<file path="src/rtl/fpga_pio_pkg.sv">
// Shared constants for the multi-channel PIO block: register map,
// capture-edge selection codes and the bus data width.
package fpga_pio_pkg;

  localparam int DATA_W = 32;

  localparam logic [2:0] ADDR_DATA      = 3'd0;
  localparam logic [2:0] ADDR_DIR       = 3'd1;
  localparam logic [2:0] ADDR_IRQ_MASK  = 3'd2;
  localparam logic [2:0] ADDR_EDGE_CAP  = 3'd3;
  localparam logic [2:0] ADDR_OUTSET    = 3'd4;
  localparam logic [2:0] ADDR_OUTCLR    = 3'd5;
  localparam logic [2:0] ADDR_BLINK_EN  = 3'd6;
  localparam logic [2:0] ADDR_BLINK_DIV = 3'd7;

  localparam int EDGE_RISING  = 0;
  localparam int EDGE_FALLING = 1;
  localparam int EDGE_BOTH    = 2;

endpackage

</file>
<file path="src/rtl/pio_blink_timer.sv">
// Blink phase generator: a down-counter that reloads from the divider at
// terminal count and toggles the phase, giving a half-period of div+1 cycles.
// A divider of zero parks the phase high and freezes the counter.
module pio_blink_timer
  import fpga_pio_pkg::*;
(
  input  logic              clk_clk,
  input  logic              reset_reset,
  input  logic [DATA_W-1:0] blink_div,
  input  logic              load,
  input  logic [DATA_W-1:0] load_value,
  output logic              blink_phase
);

  logic [DATA_W-1:0] cnt;

  // Counter and phase; a divider write restarts the sequence with phase high.
  always_ff @(posedge clk_clk or posedge reset_reset) begin
    if (reset_reset) begin
      cnt         <= '0;
      blink_phase <= 1'b1;
    end else if (load) begin
      cnt         <= load_value;
      blink_phase <= 1'b1;
    end else if (blink_div == '0) begin
      blink_phase <= 1'b1;
    end else if (cnt == '0) begin
      cnt         <= blink_div;
      blink_phase <= ~blink_phase;
    end else begin
      cnt <= cnt - 1'b1;
    end
  end

endmodule

</file>
<file path="src/rtl/fpga_pio_multi.sv">
// Multi-channel PIO with per-bit direction, edge capture interrupts,
// set/clear output aliases and a shared blink modulator on outputs.
module fpga_pio_multi
  import fpga_pio_pkg::*;
#(
  parameter int               WIDTH     = 4,
  parameter logic [WIDTH-1:0] DIR_RESET = '1,
  parameter int               EDGE_TYPE = 0,
  parameter logic [WIDTH-1:0] OUT_RESET = '0
) (
  input  logic              clk_clk,
  input  logic              reset_reset,
  input  logic [2:0]        avs_address,
  input  logic              avs_read,
  input  logic              avs_write,
  input  logic [DATA_W-1:0] avs_writedata,
  output logic [DATA_W-1:0] avs_readdata,
  output logic              irq,
  input  logic [WIDTH-1:0]  pio_in,
  output logic [WIDTH-1:0]  pio_out,
  output logic [WIDTH-1:0]  pio_oe
);

  logic [WIDTH-1:0]  out_reg;
  logic [WIDTH-1:0]  dir_reg;
  logic [WIDTH-1:0]  irq_mask;
  logic [WIDTH-1:0]  edge_cap;
  logic [WIDTH-1:0]  blink_en;
  logic [DATA_W-1:0] blink_div;
  logic [WIDTH-1:0]  sync_meta;
  logic [WIDTH-1:0]  sync_in;
  logic [WIDTH-1:0]  sync_dly;
  logic [WIDTH-1:0]  edge_hit;
  logic [WIDTH-1:0]  cap_clr;
  logic [WIDTH-1:0]  wdata;
  logic [DATA_W-1:0] rd_mux;
  logic              blink_load;
  logic              blink_phase;

  assign wdata      = avs_writedata[WIDTH-1:0];
  assign blink_load = avs_write && (avs_address == ADDR_BLINK_DIV);
  assign cap_clr    = (avs_write && (avs_address == ADDR_EDGE_CAP)) ? wdata : '0;

  // Control registers; OUTSET/OUTCLR are write-only aliases onto out_reg.
  always_ff @(posedge clk_clk or posedge reset_reset) begin
    if (reset_reset) begin
      out_reg   <= OUT_RESET;
      dir_reg   <= DIR_RESET;
      irq_mask  <= '0;
      blink_en  <= '0;
      blink_div <= '0;
    end else if (avs_write) begin
      case (avs_address)
        ADDR_DATA:      out_reg   <= wdata;
        ADDR_DIR:       dir_reg   <= wdata;
        ADDR_IRQ_MASK:  irq_mask  <= wdata;
        ADDR_OUTSET:    out_reg   <= out_reg | wdata;
        ADDR_OUTCLR:    out_reg   <= out_reg & ~wdata;
        ADDR_BLINK_EN:  blink_en  <= wdata;
        ADDR_BLINK_DIV: blink_div <= avs_writedata;
        default: ;
      endcase
    end
  end

  // Two-flop synchroniser plus one delay flop for edge detection.
  always_ff @(posedge clk_clk or posedge reset_reset) begin
    if (reset_reset) begin
      sync_meta <= '0;
      sync_in   <= '0;
      sync_dly  <= '0;
    end else begin
      sync_meta <= pio_in;
      sync_in   <= sync_meta;
      sync_dly  <= sync_in;
    end
  end

  // Select which transitions count as a capture event.
  always_comb begin
    edge_hit = sync_in & ~sync_dly;
    case (EDGE_TYPE)
      EDGE_FALLING: edge_hit = ~sync_in & sync_dly;
      EDGE_BOTH:    edge_hit = sync_in ^ sync_dly;
      default:      edge_hit = sync_in & ~sync_dly;
    endcase
  end

  // Edge capture with W1C; a new edge on the same bit beats the clear.
  always_ff @(posedge clk_clk or posedge reset_reset) begin
    if (reset_reset) begin
      edge_cap <= '0;
    end else begin
      edge_cap <= (edge_cap & ~cap_clr) | (edge_hit & ~dir_reg);
    end
  end

  // Registered level interrupt from masked captures.
  always_ff @(posedge clk_clk or posedge reset_reset) begin
    if (reset_reset) begin
      irq <= 1'b0;
    end else begin
      irq <= |(edge_cap & irq_mask);
    end
  end

  // Read mux; narrow registers are zero-extended to the bus width.
  always_comb begin
    rd_mux = '0;
    case (avs_address)
      ADDR_DATA:      rd_mux[WIDTH-1:0] = (out_reg & dir_reg) | (sync_in & ~dir_reg);
      ADDR_DIR:       rd_mux[WIDTH-1:0] = dir_reg;
      ADDR_IRQ_MASK:  rd_mux[WIDTH-1:0] = irq_mask;
      ADDR_EDGE_CAP:  rd_mux[WIDTH-1:0] = edge_cap;
      ADDR_BLINK_EN:  rd_mux[WIDTH-1:0] = blink_en;
      ADDR_BLINK_DIV: rd_mux            = blink_div;
      default:        rd_mux            = '0;
    endcase
  end

  // Read data is captured on the read strobe and held until the next read.
  always_ff @(posedge clk_clk or posedge reset_reset) begin
    if (reset_reset) begin
      avs_readdata <= '0;
    end else if (avs_read) begin
      avs_readdata <= rd_mux;
    end
  end

  pio_blink_timer u_blink_timer (
    .clk_clk     (clk_clk),
    .reset_reset (reset_reset),
    .blink_div   (blink_div),
    .load        (blink_load),
    .load_value  (avs_writedata),
    .blink_phase (blink_phase)
  );

  assign pio_out = (out_reg & ~blink_en) | (out_reg & blink_en & {WIDTH{blink_phase}});
  assign pio_oe  = dir_reg;

endmodule
</file>
<file path="config.mk">
export PLATFORM = sky130hd
export DESIGN_NAME = fpga_pio_multi
export DESIGN_NICKNAME = d
export VERILOG_FILES = /design/src/rtl/fpga_pio_pkg.sv /design/src/rtl/pio_blink_timer.sv /design/src/rtl/fpga_pio_multi.sv
export SDC_FILE = /design/constraint.sdc
export NUM_CORES = 1
export LEC_CHECK = 0
export CAP_MARGIN = 20
export CORE_MARGIN = 8
export CORE_UTILIZATION = 50
export CTS_CLUSTER_DIAMETER = 150
export CTS_CLUSTER_SIZE = 12
export DETAILED_ROUTE_END_ITERATION = 8
export GPL_TIMING_DRIVEN = 0
export MAX_ROUTING_LAYER = met4
export PLACE_DENSITY = 0.76
export SYNTH_ARGS = -nofsm -noshare
export SYNTH_HDL_FRONTEND = slang
export SYNTH_SLANG_ARGS = --single-unit
</file>
<file path="constraint.sdc">
create_clock -name clk_clk -period 3.7 [get_ports clk_clk]
set_clock_uncertainty 0.05 [all_clocks]
set_input_delay 0.555 -clock clk_clk [delete_from_list [all_inputs] [get_ports clk_clk]]
set_output_delay 0.555 -clock clk_clk [all_outputs]
set_load 0.02 [all_outputs]
</file>
Word level (Yosys, flattened, before mapping)
Index checks and enable logic that the tools add are counted.
{ "word_totals": {"latch_bits": 0, "mem_count": 0, "romBits": 0, "elab_cells": 65, "ram_bits": 0, "out_inout_bits": 41, "ff_bits": 130} }
{ "classes": {"bitwise": 20, "reduce_logical": 13, "n_eq_ne": 8, "addsub": 1, "n_shift": 0, "muxes": 10, "mul": 0, "div": 0, "magnitude_cmp": 0} }
{ "op_table": {"columns": ["operator", "count"], "rows": [
  ["$mux W32", 3],
  ["$logic_not A32 Y1", 2],
  ["$and A4 B4 Y4", 10],
  ["$sub A32 B1 Y32 const B", 1],
  ["$mux W28", 1],
  ["$pmux W4 S6", 1],
  ["$not A4 Y4", 5],
  ["$or A4 B4 Y4", 4],
  ["$eq A3 B3 Y1 const B", 4],
  ["$pmux W4 S3", 1],
  ["$reduce_and A2 Y1", 5],
  ["$eq A3 B2 Y1 const B", 2],
  ["$reduce_bool A3 Y1", 2],
  ["$mux W4", 1],
  ["$reduce_or A4 Y1", 1],
  ["$eq A3 B1 Y1 const B", 1],
  ["$logic_not A3 Y1", 1],
  ["$mux W1", 3],
  ["$logic_and A1 B1 Y1", 2],
  ["$ne A2 B2 Y1 const B", 1],
  ["$not A1 Y1", 1]
]} }

Longest topological paths before layout
Gate-level depths: netlist (run 1).
{ "depth": {"depth_word": 6, "ltp_mapped": 8, "ltp_nobuf": 7} }

By module
From an unflattened synthesis (run 1), not the netlist that was laid out.
{ "hier_totals": {"hier_cells": 655, "hier_area_um2": 6745.2} }
{ "modules_own_cells": {"columns": ["module", "seq_area_each_um2", "cells_per_inst", "n_inst", "area_per_inst_um2"], "rows": [
  ["fpga_pio_multi", 2432.3, 324, 1, 4026.4],
  ["pio_blink_timer", 827.0, 331, 1, 2718.9]
]} }

Worst setup path after synthesis (run 1)
Ideal clock, no wire load.
{ "synth_timing": {"path_type": "register to register", "startpoint": "reg u_blink_timer.cnt[0]", "endpoint": "reg u_blink_timer.cnt[30]", "slack_ns": 1.462, "synth_period_minus_slack_ns": 2.238, "n_path_buf": 0, "required_ns": 3.532, "arrival_time_ns": 2.069, "path_stages_with_launch": 8, "cell_sequence": "dfrtp_1 -> inv_1 -> ha_1 -> nor3b_1 -> nand4_1 -> or4_1 -> o211a_1 -> a21o_1"} }
{ "synth_via": {"elab_chain_len": 4, "word_cells_on_any_way": 5, "cone_classes": "add/sub (1); mux (3); reduce/logical (1)"} }
{ "synth_lines": {"columns": ["item", "line_no", "source"], "rows": [
  ["from (decl)", "pio_blink_timer.sv:15", "logic [DATA_W-1:0] cnt;"],
  ["from (signal assigned)", "pio_blink_timer.sv:23", "cnt <= load_value;"],
  ["from (signal assigned)", "pio_blink_timer.sv:28", "cnt <= blink_div;"],
  ["from (signal assigned)", "pio_blink_timer.sv:31", "cnt <= cnt - 1'b1;"],
  ["$sub A32 B1 Y32 or $logic_not A32 Y1 (tied branches)", "pio_blink_timer.sv:31, pio_blink_timer.sv:27", null],
  ["$mux W32 *", "pio_blink_timer.sv:27", "end else if (cnt == '0) begin"],
  ["$mux W32 *", "pio_blink_timer.sv:25", "end else if (blink_div == '0) begin"],
  ["$mux W32 *", "pio_blink_timer.sv:22", "end else if (load) begin"]
]} }
Every way passes the cells marked *; elsewhere a longest branch is shown, timed or not. The select of a mux whose other input is x is not followed.
A chain may end at the register's enable or synchronous reset.

Worst setup path in the final report (run 1)
{ "layout_timing": {"startpoint": "in avs_write", "endpoint": "reg blink_div[18]"} }
{ "layout_via": {"elab_chain_len": 1} }
{ "layout_lines": {"columns": ["item", "line_no", "source"], "rows": [
  ["from (decl)", "fpga_pio_multi.sv:15", "input logic avs_write,"],
  ["$reduce_and A2 Y1 (no source line)", null, null],
  ["to (signal assigned)", "fpga_pio_multi.sv:60", "ADDR_BLINK_DIV: blink_div <= avs_writedata;"],
  ["to (decl)", "fpga_pio_multi.sv:29", "logic [DATA_W-1:0] blink_div;"]
]} }
Every way passes these cells.

==> results of run 1 <==
## cell usage after synthesis (all sizes together) (3+ instances only)
cell type  count  area share
nand3         10      0.0077
a211o          3      0.0040
nor4          24       0.031
nor3          28       0.022
dfrtp        125        0.48
nand4         13       0.013
o31ai          8      0.0092
a21oi         27       0.021
a21boi         8      0.0092
buf           11      0.0083
o21ai         56       0.043
or4           14       0.017
or3            5      0.0048
mux2          15       0.026
a31oi         17       0.016
nand2        146       0.085
a2bb2oi        3      0.0040
a21o           6      0.0069
mux2i          7       0.011
nor2          40       0.023
nor3b          4      0.0046
xnor2         11       0.015
clkbuf        28       0.016
a22o           7      0.0094
inv           37       0.021
dfstp          5       0.020
o221ai         3      0.0040
a211oi         6      0.0069
o211ai        14       0.016
## cell families after synthesis
logic type,synth area share
xor gates and xnor gates,0.01752
AOI/OAI and AO/OA,0.1683
buffers and inverters,0.04583
and+or+nand+nor,0.2226
DFF,0.5016
muxes,0.04025
adders and majority gates,0.003851
## through the flow
step | instances | hold slack (ps) | total power [µW] | area, µm²
6_report | 1000 | 301.9 | 4550 | 8192
5_1_grt | 1000 | 312.5 | 4731 | 8192
4_1_cts | 1000 | 304.9 | 4548 | 8192
3_5_place_dp | 969 | 288.6 | 2796 | 7582
3_3_place_gp | 965 | 284.7 | 2762 | 7517
2_1_floorplan | 713 | 281.2 | 2434 | 6501
## routing by layer
layer  routed length [µm]  vias up  GRT usage
li1                     -     2755          -
met3                 1470       45    0.06079
met5                    0        -          -
met1                 8831     3057     0.3284
met2                10130      238     0.4199
met4                  644        0     0.1045
## worst paths after layout
kind	to	slack [ps]	from
max in group asynchronous	u_blink_timer.blink_phase	2160	reset_reset
max reg2reg	u_blink_timer.cnt[9]	620	blink_div[5]
max	blink_div[18]	550	avs_write
min in group asynchronous	avs_readdata[20]	530	reset_reset
min	sync_in[3]	300	sync_meta[3]
min reg2reg	sync_in[3]	300	sync_meta[3]
## power groups by stage
stage	Combinational, µW	Clock [µW]	Sequential [µW]
3_5_place_dp	841	0	1960
5_1_grt	935	1830	1970
3_3_place_gp	815	0	1950
4_1_cts	849	1770	1930
2_1_floorplan	542	0	1890
6_report	850	1760	1940
## worst reg2reg max path, delay by kind of cell (launching register included)
kind / cells / cell delay, ps
and+or+nand+nor: 2 / 880
DFF: 1 / 440
buffers and inverters: 1 / 560
AOI/OAI and AO/OA: 2 / 980
## final cells by class
cell class                      count  area, µm²  share of cell area
Clock inverter                     10      158.9             0.01940
Timing Repair Buffer               84      865.8              0.1057
Clock buffer                       21      450.4             0.05499
Multi-Input combinational cell    507       2940              0.3589
Inverter                           37      142.6             0.01741
Sequential cell                   130       3259              0.3979
Tap cell                          172      215.2             0.02627
Buffer                             39      158.9             0.01940
==> impl_metrics.json, run 1 <==
{
  "p_comb_frac": 0.187,
  "hold_viol": 0,
  "reg_top3": "avs_readdata x32, blink_div x32, u_blink_timer.cnt x32",
  "grt_max_degree": 39,
  "cts_sinks": 130,
  "outcome": "completed",
  "cp_data_required_time_ps": 4010,
  "clk_pin_slew_ps": 60,
  "dieArea_mm2": 0.01690,
  "crit_cells": 8,
  "grt.total_usage": 0.2666,
  "synth_edf_count": 0,
  "power.internal_uw": 3195,
  "cellPowerDensity_mw_per_mm2": 555.5,
  "startpoint_type": "input pin",
  "drtIter0Drc": 629,
  "cap_viol_max_count": 0,
  "antenna_found_initial": 0,
  "path_cells": "clkdlybuf4s50_1, nand2_1, nor2_1, clkbuf_1, buf_1, clkbuf_1, nand2_1, nand2_1",
  "wl_per_cell_um": 21.08,
  "p_switching_uw": 1355,
  "endpoint_kind": "flip-flop",
  "drv_slew": 0,
  "cp_max_fo": 10,
  "drive_gt1_frac": 0.09058,
  "p_seq_frac": 0.427,
  "cp_top_family": "buffers and inverters",
  "io_pins": 84,
  "ys_seq_area_frac": 0.5016,
  "vias": 6095,
  "min-delay-path-class": "flip-flop to flip-flop",
  "relSlewSlack": 0.4147,
  "yosysWarnings": 0,
  "worst_ep_arrival_time_ps": 3460,
  "syn-cell-area_mm2": 0.006497,
  "sw_frac_of_total": 0.2977,
  "grt_pass1_wl_mm": 33.60,
  "setup_ws_ps": 549.8,
  "nFillCells": 1090,
  "cp_common_cell": "nand2_1",
  "reg2reg_depth": 5,
  "root_buffer": "clkbuf_16",
  "setup_viol": 0,
  "cts_tree": "done",
  "synthArstFlopShare": 1.000,
  "core_area_mm2": 0.01267,
  "syn2layout_area_growth_pct": 26.07,
  "diodes": 0,
  "peakVddDrop_uv": 361.8,
  "slowest_stage": "buf_1",
  "fin_util": 0.6465,
  "cts_made_buffers": 17,
  "period_share": 0.8514,
  "pre_cts_slack_ps": 134.7,
  "dieWidth_um": 130.0,
  "period_minus_slack_ps": 3150,
  "first_pass_iters": 7,
  "layout_commonest_cell": "nand2_1",
  "synthCells": 713,
  "synth-seq-cells": 130,
  "layout_common_cells": "nand2_1 (145), dfrtp_1 (125), clkdlybuf4s50_1 (80)",
  "gp_congestion": 0.9707,
  "critPathKind": "input pin to flip-flop",
  "overflow": 0,
  "postCtsHoldBufs": 0,
  "initial_utilization": 0.5128,
  "syn_area_per_cell_um2": 9.113,
  "die_height_um": 130.0,
  "total_leakage_power_uw": 0.003333,
  "slowest_delay_ps": 640,
  "row_count": 41,
  "whs_path_depth": 0,
  "htree_levels": 4,
  "fmax_mhz": 317.4,
  "synthDistinctLibCells": 58,
  "drc": 0,
  "power_frac_clock": 0.386,
  "fin_nets": 861,
  "rsz0062_at_grt": "false",
  "clock_latency_ps": 420,
  "portBuffers": 80,
  "grt_pass1_vias": 6165,
  "wirelength_mm": 21.08,
  "hpwl_mm": 15.24,
  "syn-num-nets": 758,
  "cts.path.max_buffers": 2,
  "tightest_slew_ps": 876.1,
  "postCtsSetupRepairBufs": 0,
  "final_antenna_net_count": 0,
  "setup_tns_ps": 0,
  "ys.flop_type": "dfrtp_1",
  "cp_num_buf_inv": 4,
  "vias_per_cell": 6.095,
  "post_cts_resized": 0
}
Power figures use the tool's default switching activity.
==> inputs of run 2 (changes only) <==
--- a/config.mk
+++ b/config.mk
@@ -7,13 +7,13 @@
 export LEC_CHECK = 0
 export CAP_MARGIN = 20
 export CORE_MARGIN = 8
-export CORE_UTILIZATION = 50
+export CORE_UTILIZATION = 52
+export CTS_BUF_LIST = sky130_fd_sc_hd__clkbuf_8
 export CTS_CLUSTER_DIAMETER = 150
 export CTS_CLUSTER_SIZE = 12
 export DETAILED_ROUTE_END_ITERATION = 8
 export GPL_TIMING_DRIVEN = 0
-export MAX_ROUTING_LAYER = met4
-export PLACE_DENSITY = 0.76
+export PLACE_DENSITY = 0.79
 export SYNTH_ARGS = -nofsm -noshare
 export SYNTH_HDL_FRONTEND = slang
 export SYNTH_SLANG_ARGS = --single-unit
==> run 2 against run 1 <==
  * Utilization is 0.60 points lower
  * Critical endpoint is now blink_div[5]
  * Highest routed layer unchanged
  * Largest power group unchanged
  * Clock-buffer cell count is 4 lower
  * Register-to-register slack better by 70 ps
  * Maximum frequency is 0.24% lower
==> impl_metrics.json, run 2 (synthesis results as in run 1) <==
{
  "endpoint_kind": "flip-flop",
  "cap_viol_max_count": 0,
  "first_pass_iters": 7,
  "critPathKind": "input pin to flip-flop",
  "htree_levels": 4,
  "cellPowerDensity_mw_per_mm2": 499.7,
  "final_cells": 1001,
  "cts_made_buffers": 17,
  "hpwl_mm": 15.50,
  "cp_data_required_time_ps": 4060,
  "wl_per_cell_um": 21.36,
  "portBuffers": 80,
  "setup_ws_ps": 542.2,
  "multi_input_area_mm2": 0.002940,
  "final_area_mm2": 0.007951,
  "relSlewSlack": 0.4583,
  "gp_congestion": 0.9601,
  "antenna_found_initial": 0,
  "initial_utilization": 0.5234,
  "layout_common_cells": "nand2_1 (145), dfrtp_1 (125), clkdlybuf4s50_1 (80)",
  "layout_commonest_cell": "nand2_1",
  "startpoint_type": "input pin",
  "drtIter0Drc": 677,
  "hold_viol": 0,
  "root_buffer": "clkbuf_8",
  "io_pins": 84,
  "dieArea_mm2": 0.01633,
  "core_area_mm2": 0.01241,
  "dieWidth_um": 127.8,
  "seq_area_mm2": 0.003259,
  "worst_ep_arrival_time_ps": 3520,
  "grt_pass1_wl_mm": 34.33,
  "die_height_um": 127.8,
  "fin_nets": 861,
  "vias_per_cell": 6.169,
  "clk_pin_slew_ps": 90,
  "diodes": 0,
  "cts_tree": "done",
  "period_minus_slack_ps": 3158,
  "row_count": 41,
  "total_leakage_power_uw": 0.003222,
  "drv_slew": 0,
  "rsz0062_at_grt": "false",
  "drc": 0,
  "grt_pass1_vias": 6155,
  "post_cts_resized": 0,
  "setup_viol": 0,
  "cp_max_fo": 10,
  "peakVddDrop_uv": 386.1,
  "fmax_mhz": 316.7,
  "postCtsHoldBufs": 0,
  "overflow": 0,
  "wirelength_mm": 21.38,
  "syn2layout_area_growth_pct": 22.38,
  "setup_tns_ps": 0,
  "final_antenna_net_count": 0,
  "postCtsSetupRepairBufs": 0,
  "drive_gt1_frac": 0.09530,
  "cts.path.max_buffers": 2,
  "pre_cts_slack_ps": 193.2,
  "period_share": 0.8535,
  "outcome": "completed",
  "vias": 6175,
  "nFillCells": 1051,
  "placed_cell_area_mm2": 0.007582,
  "reg_top3": "avs_readdata x32, blink_div x32, u_blink_timer.cnt x32",
  "clock_latency_ps": 470,
  "tightest_slew_ps": 812.5,
  "placed_cells": 969,
  "grt.total_usage": 0.2714,
  "grt_max_degree": 37,
  "power.total_uw": 3974,
  "cts_sinks": 130,
  "min-delay-path-class": "flip-flop to flip-flop"
}
-- run 2: changes by cell type in the layout (fill, tap and decap cells not counted), moves of 3 or more --
cell	previous run	this run
bufinv_16	4	0
clkbuf_1	31	28
clkbuf_16	17	0
clkbuf_8	1	17
clkinv_2	3	0
inv_6	0	9
inv_8	0	3
-- run 2: path summary, 6_finish.rpt --
kind	start	slack [ps]	end	cells past startpoint
setup / recovery	avs_write	540	blink_div[5]	8
hold / removal	sync_meta[0]	310	sync_in[0]	0
setup reg to reg	blink_div[5]	690	u_blink_timer.cnt[10]	5
hold reg to reg	sync_meta[0]	310	sync_in[0]	0
max in group asynchronous	reset_reset	2190	u_blink_timer.cnt[7]	4
min in group asynchronous	reset_reset	520	avs_readdata[30]	2
-- run 2: area by class of cell --
class	instances	area share
flip-flops and latches	130	0.4099
inverters	37	0.01794
clock inverters	15	0.01699
clock buffers	17	0.02943
plain buffers	39	0.01998
multi-input cells	507	0.3698
repair buffers	84	0.1089
well taps	172	0.02707
-- run 2: per-layer routing --
layer / track usage / share of wire / vias up
met5: 0 / 0 / -
met2: 0.4291 / 0.47 / 326
li1: - / - / 2754
met1: 0.3457 / 0.41 / 3015
met4: 0.1301 / 0.039 / 0
met3: 0.06240 / 0.079 / 80
-- run 2: metrics by stage --
stage / util / hold slack, ps
4_1_cts: 0.6405 / 313.5
3_5_place_dp: 0.6108 / 287.3
6_report: 0.6405 / 312.0
3_3_place_gp: 0.6055 / 282.8
5_1_grt: 0.6405 / 326.4
2_1_floorplan: - / 281.2
-- run 2: worst max-delay path: stages --
cell and delay [ps]:
clkdlybuf4s50_1 570, nand2_1 80, nor2_1 370, clkbuf_1 430, buf_1 670, clkbuf_1 620
nand2_1 120, nand2_1 90
-- run 2: power by group --
part | total, µW | switching [µW] | internal (µW) | leakage [µW]
clock network | 1180 | 682 | 494 | 0.000182
registers | 1940 | 291 | 1650 | 0.00160
logic | 855 | 452 | 403 | 0.00144
total | 3970 | 1430 | 2550 | 0.00322
